===== config.mk =====
export PLATFORM = sky130hd
export DESIGN_NAME = rpc_cfg_boot_seq
export DESIGN_NICKNAME = d
export VERILOG_FILES = /design/src/rtl/rpc_cfg_boot_seq.sv
export SDC_FILE = /design/constraint.sdc
export NUM_CORES = 1
export LEC_CHECK = 0
export CELL_PAD_IN_SITES_DETAIL_PLACEMENT = 1
export CELL_PAD_IN_SITES_GLOBAL_PLACEMENT = 1
export CORE_AREA = 2 2 144 146
export DETAILED_ROUTE_END_ITERATION = 7
export DIE_AREA = 0 0 146 148
export GPL_TIMING_DRIVEN = 0
export PLACE_DENSITY_LB_ADDON = 0.1
export SETUP_SLACK_MARGIN = 0.1
export SYNTH_ARGS = -nofsm -noshare
export SYNTH_HDL_FRONTEND = slang
export SYNTH_SLANG_ARGS = --single-unit

===== constraint.sdc =====
create_clock -name clk_i -period 2.3 [get_ports clk_i]
set_input_delay 0.23 -clock clk_i [delete_from_list [all_inputs] [get_ports clk_i]]
set_output_delay 0.23 -clock clk_i [all_outputs]
set_load 0.02 [all_outputs]

===== src/rtl/rpc_cfg_boot_seq.sv =====
// +--------------------------------------------------------------------------+
// | rpc_cfg_boot_seq: reg-bus boot sequencer (table writes, then poll ready)  |
// | Revision: 1.0                                                            |
// +--------------------------------------------------------------------------+
`default_nettype none

package rpc_cfg_boot_seq_pkg;
  typedef struct packed {
    logic [31:0] addr;
    logic        write;
    logic [31:0] wdata;
    logic [3:0]  wstrb;
    logic        valid;
  } reg_req_t;

  typedef struct packed {
    logic [31:0] rdata;
    logic        error;
    logic        ready;
  } reg_rsp_t;
endpackage

module rpc_cfg_boot_seq #(
  parameter int unsigned          NumWrites    = 4,
  parameter int unsigned          AddrWidth    = 32,
  parameter int unsigned          DataWidth    = 32,
  parameter logic [AddrWidth-1:0] PollAddr     = 32'h0000_0000,
  parameter logic [DataWidth-1:0] PollMask     = 32'h0000_0001,
  parameter int unsigned          PollInterval = 16,
  parameter int unsigned          MaxPolls     = 64,
  parameter type                  reg_req_t    = rpc_cfg_boot_seq_pkg::reg_req_t,
  parameter type                  reg_rsp_t    = rpc_cfg_boot_seq_pkg::reg_rsp_t
) (
  input  logic                               clk_i,
  input  logic                               rst_ni,
  input  logic                               start_i,
  input  logic [NumWrites*AddrWidth-1:0]     seq_addr_i,
  input  logic [NumWrites*DataWidth-1:0]     seq_data_i,
  output reg_req_t                           reg_req_o,
  input  reg_rsp_t                           reg_rsp_i,
  output logic                               busy_o,
  output logic                               done_o,
  output logic                               fail_o,
  output logic [1:0]                         err_code_o,
  output logic [$clog2(NumWrites+1)-1:0]     fail_idx_o
);

  localparam int unsigned IDX_W    = $clog2(NumWrites + 1);
  localparam int unsigned POLL_W   = $clog2(MaxPolls + 1);
  localparam int unsigned WAIT_W   = $clog2(PollInterval + 1);
  localparam int unsigned TBL_SIZE = 2 ** IDX_W;

  localparam logic [IDX_W-1:0]  IDX_LAST  = IDX_W'(NumWrites - 1);
  localparam logic [IDX_W-1:0]  IDX_POLL  = IDX_W'(NumWrites);
  localparam logic [POLL_W-1:0] POLL_LAST = POLL_W'(MaxPolls - 1);
  localparam logic [WAIT_W-1:0] WAIT_LOAD = WAIT_W'(PollInterval - 1);

  localparam logic [1:0] ERR_NONE    = 2'd0;
  localparam logic [1:0] ERR_BUS     = 2'd1;
  localparam logic [1:0] ERR_TIMEOUT = 2'd2;

  typedef enum logic [2:0] {
    S_IDLE      = 3'd0,
    S_WR_REQ    = 3'd1,
    S_POLL_REQ  = 3'd2,
    S_POLL_WAIT = 3'd3,
    S_DONE      = 3'd4,
    S_FAIL      = 3'd5
  } state_e;

  state_e            state_q, state_d;
  logic [IDX_W-1:0]  idx_q, idx_d;
  logic [POLL_W-1:0] poll_cnt_q, poll_cnt_d;
  logic [WAIT_W-1:0] wait_q, wait_d;
  logic [1:0]        err_code_q, err_code_d;
  logic [IDX_W-1:0]  fail_idx_q, fail_idx_d;

  // Table padded to a power of two so idx never selects past the array.
  logic [AddrWidth-1:0] addr_tbl [TBL_SIZE];
  logic [DataWidth-1:0] data_tbl [TBL_SIZE];

  for (genvar k = 0; k < TBL_SIZE; k++) begin : g_tbl
    if (k < NumWrites) begin : g_used
      assign addr_tbl[k] = seq_addr_i[k*AddrWidth +: AddrWidth];
      assign data_tbl[k] = seq_data_i[k*DataWidth +: DataWidth];
    end else begin : g_pad
      assign addr_tbl[k] = '0;
      assign data_tbl[k] = '0;
    end
  end

  logic poll_ok;
  assign poll_ok = ((reg_rsp_i.rdata & PollMask) == PollMask);

  always_comb begin
    state_d    = state_q;
    idx_d      = idx_q;
    poll_cnt_d = poll_cnt_q;
    wait_d     = wait_q;
    err_code_d = err_code_q;
    fail_idx_d = fail_idx_q;
    case (state_q)
      S_IDLE, S_DONE, S_FAIL: begin
        if (start_i) begin
          state_d    = S_WR_REQ;
          idx_d      = '0;
          poll_cnt_d = '0;
          wait_d     = '0;
          err_code_d = ERR_NONE;
          fail_idx_d = '0;
        end
      end
      S_WR_REQ: begin
        if (reg_rsp_i.ready) begin
          if (reg_rsp_i.error) begin
            state_d    = S_FAIL;
            err_code_d = ERR_BUS;
            fail_idx_d = idx_q;
          end else if (idx_q == IDX_LAST) begin
            state_d = S_POLL_REQ;
          end else begin
            idx_d = idx_q + IDX_W'(1);
          end
        end
      end
      S_POLL_REQ: begin
        if (reg_rsp_i.ready) begin
          if (reg_rsp_i.error) begin
            state_d    = S_FAIL;
            err_code_d = ERR_BUS;
            fail_idx_d = IDX_POLL;
          end else if (poll_ok) begin
            state_d = S_DONE;
          end else if (poll_cnt_q == POLL_LAST) begin
            state_d    = S_FAIL;
            err_code_d = ERR_TIMEOUT;
            fail_idx_d = IDX_POLL;
          end else begin
            poll_cnt_d = poll_cnt_q + POLL_W'(1);
            wait_d     = WAIT_LOAD;
            state_d    = S_POLL_WAIT;
          end
        end
      end
      S_POLL_WAIT: begin
        if (wait_q == '0) begin
          state_d = S_POLL_REQ;
        end else begin
          wait_d = wait_q - WAIT_W'(1);
        end
      end
      default: state_d = S_IDLE;
    endcase
  end

  always_ff @(posedge clk_i or negedge rst_ni) begin
    if (!rst_ni) begin
      state_q    <= S_IDLE;
      idx_q      <= '0;
      poll_cnt_q <= '0;
      wait_q     <= '0;
      err_code_q <= ERR_NONE;
      fail_idx_q <= '0;
    end else begin
      state_q    <= state_d;
      idx_q      <= idx_d;
      poll_cnt_q <= poll_cnt_d;
      wait_q     <= wait_d;
      err_code_q <= err_code_d;
      fail_idx_q <= fail_idx_d;
    end
  end

  // Request fields decode from registered state only, so they stay stable
  // for as long as the state waits on ready.
  always_comb begin
    reg_req_o = '0;
    case (state_q)
      S_WR_REQ: begin
        reg_req_o.valid = 1'b1;
        reg_req_o.write = 1'b1;
        reg_req_o.addr  = addr_tbl[idx_q];
        reg_req_o.wdata = data_tbl[idx_q];
        reg_req_o.wstrb = '1;
      end
      S_POLL_REQ: begin
        reg_req_o.valid = 1'b1;
        reg_req_o.addr  = PollAddr;
      end
      default: reg_req_o = '0;
    endcase
  end

  assign busy_o     = (state_q == S_WR_REQ) || (state_q == S_POLL_REQ) ||
                      (state_q == S_POLL_WAIT);
  assign done_o     = (state_q == S_DONE);
  assign fail_o     = (state_q == S_FAIL);
  assign err_code_o = err_code_q;
  assign fail_idx_o = fail_idx_q;

endmodule

`default_nettype wire


==> flow_summary.ini <==
[global_routing]
use_met2_pct = 33.8
grt-busiest-layer = met2
grt_use_total_pct = 20.7
grt_pass1_vias = 5077
grt_max_degree = 24
antenna_found_initial = 5
grt_pass1_wl_mm = 33.5
overflow = 0
met1_usage_pct = 25.9
grt_use_met3_pct = 8.18

[routing]
vias = 4516
drtIter0Drc = 135
firstDrtPassIters = 4
drc = 0
ant_nets = 0
routedWlPerCell_um = 24.0
vias_per_cell = 4.71
routed_wl_mm = 23.0

[cts]
htreeDepth = 1
postCtsHoldBufs = 0
clk_pin_slew_worst_paths_ns = 0.07
numCtsBuffers = 3
cts_tree = done
clock_latency_ns = 0.26
clock-sinks = 23
cts_buffer_depth = 2
cts_root_buffer = clkbuf_16

[timing]
hold_viol = 0
final_max_slew_viol_count = 0
skew_ns = 0.00394
min_period_over_period_pct = 97.1
fin_hold_ws_ns = 0.420
tns_ns = 0
fmax_mhz = 448
fin_crit_ns = 2.23
rsz0062_at_grt = yes
tightest_slew_ns = 1.11
setup_violations = 0
max_slew_margin_pct = 25.9

[placed_design]
dpl.hpwl_mm = 19.4
io_buffers = 338
dp.cells = 935
globalplace.congestion = 0.813

[synth]
yosysSeqAreaShare_pct = 16.3
synth.net_count = 625
synth_cell_types = 51
ys_ff_latch = 23
synth_ff_type = dfrtp_1
synthArstFlopShare_pct = 100
yosysWarningCount = 0
avgSynthCellArea_um2 = 10.8
synthCells = 327
syn_area_um2 = 3520
synth_enable_flop_cells = 0

[power]
irDropWorstVdd_v = 0.000301
p_leak_nw = 3.25
power_w = 0.00511
powerDensity_nw_per_um2 = 680

[layout]
final_util_pct = 37.5
area_growth_syn_to_layout_pct = 113
most-common-layout-cells = clkdlybuf4s50_1, mux4_2, and3_1
final_nets = 984
drive_gt1_share_pct = 29.2
layout_commonest_cell = clkdlybuf4s50_1
fin_cells = 958

[setup_path]
arrival_ns = 2.00
cp.required_ns = 2.07
crit_slowest_cell = mux4_2
start_kind = register
reg2reg_from = state_q[2]
critical_path_class = register to output pin
worstPathCellList = buf_8, buf_12, buf_6, buf_16, mux4_2, and3_4, buf_6
cp_common_cell = buf_6
cp_max_fo = 9
end_kind = output pin
worstReg2RegEnd = poll_cnt_q[0]
slowest_delay_ns = 0.51
r2r_slack_ns = 0.38
rr_worst_depth = 5

[floorplanning]
core_area_um2 = 20000
start_util_pct = 17.6
die_w_um = 146
chipHeight_um = 148
die_area_um2 = 21600
rows = 52
ios = 371

[min_path]
hold_class = input port to register
min_to = err_code_o[0]
hp-start = reg_rsp_i[1]
holdPathStages = 3

[run_status]
status = complete, no violations

[run]
max-cap-violations = 0
[what timing repair did]
action,in CTS,in global routing
endpoints found under the setup margin,71,47
setup buffers,12,1
resized for setup,316,30
cloned,2,1
[area by class of cell]
class	instances	area [µm²]
fillers	2289	12500
clock buffers	3	75.1
plain buffers	42	348
diodes	3	7.51
well taps	270	338
clock inverters	1	7.51
inverters	13	48.8
repair buffers	354	3360
flip-flops and latches	23	577
multi-input cells	249	2750
[cell families (layout without fill, tap and decap cells)]
family                     Yosys count  after routing  synth area share [%]
AOI/OAI and AO/OA                   43             43                  9.24
xor gates and xnor gates             1              1                 0.249
adders and majority gates            5              5                  1.78
buffers and inverters               55            413                  7.18
DFF                                 23             23                  16.3
muxes                               75             75                  44.2
other                                0              3                     0
and+or+nand+nor                    125            125                  21.0
[per-stage QoR]
stage | worst slack (ns) | instance area (µm²)
CTS | 0.0136 | 7470
floorplan | 0.377 | 3520
global placement | -0.559 | 7240
finish | 0.0675 | 7510
global route | 0.00362 | 7500
detailed placement | -0.591 | 7240
[cell usage after synthesis, types with 2 or more instances]
cell	n	share of area, %
nand3b_1	2	0.43
and3b_1	2	0.50
a22o_1	2	0.50
a211oi_1	6	1.3
nand4_1	2	0.36
inv_1	13	1.4
buf_4	7	1.5
nor3_1	5	0.71
clkbuf_1	21	2.2
a2bb2oi_1	2	0.50
a21o_1	2	0.43
nand3_1	7	0.99
nor2_1	14	1.5
nor2b_1	2	0.36
mux4_2	64	41
dfrtp_1	23	16
and3_1	66	12
a21oi_1	10	1.4
o2bb2ai_1	2	0.50
nand2b_1	6	1.1
mux2i_1	9	2.6
ha_1	5	1.8
buf_1	3	0.32
nand2_1	11	1.2
buf_2	10	1.4
o211ai_1	2	0.43
o21ai_0	5	0.71
[state kept, by name, indices dropped and copies added (netlist names)]
signal and flops:
fail_idx_o 3, wait_q 5, poll_cnt_q 7, idx_q 3
err_code_o 2, state_q 3
[routing by layer]
metal	up-vias	part of all wire [%]
met3	30	9.9
met5	-	0.065
li1	2025	-
met4	2	2.4
met2	227	46
met1	2232	42
[how the worst max path moves through the flow]
stage | startpoint | to | slack (ns) | cells past startpoint
final | idx_q[0] | reg_req_o[25] | 0.07 | 7
after global routing | idx_q[0] | reg_req_o[25] | 0.004 | 7
after CTS | idx_q[0] | reg_req_o[6] | 0.01 | 5
after detailed placement | state_q[0] | reg_req_o[43] | -0.59 | 4
after global placement | state_q[0] | reg_req_o[43] | -0.56 | 4
after floorplan | idx_q[0] | reg_req_o[25] | 0.38 | 5
[where the power goes]
| part | switching [W] | internal (W) |
|---|---|---|
| Clock | 0.000166 | 0.000236 |
| Sequential | 0.000123 | 0.000538 |
| Combinational | 0.00170 | 0.00235 |
| Total | 0.00199 | 0.00312 |
[critical path: cells and delay by family (launching register included)]
kind | cells | cell delay [ns]
flops | 1 | 0.38
mux | 1 | 0.51
simple gates | 1 | 0.20
buf+inv | 5 | 0.66
(Power assumes the default switching activity.)
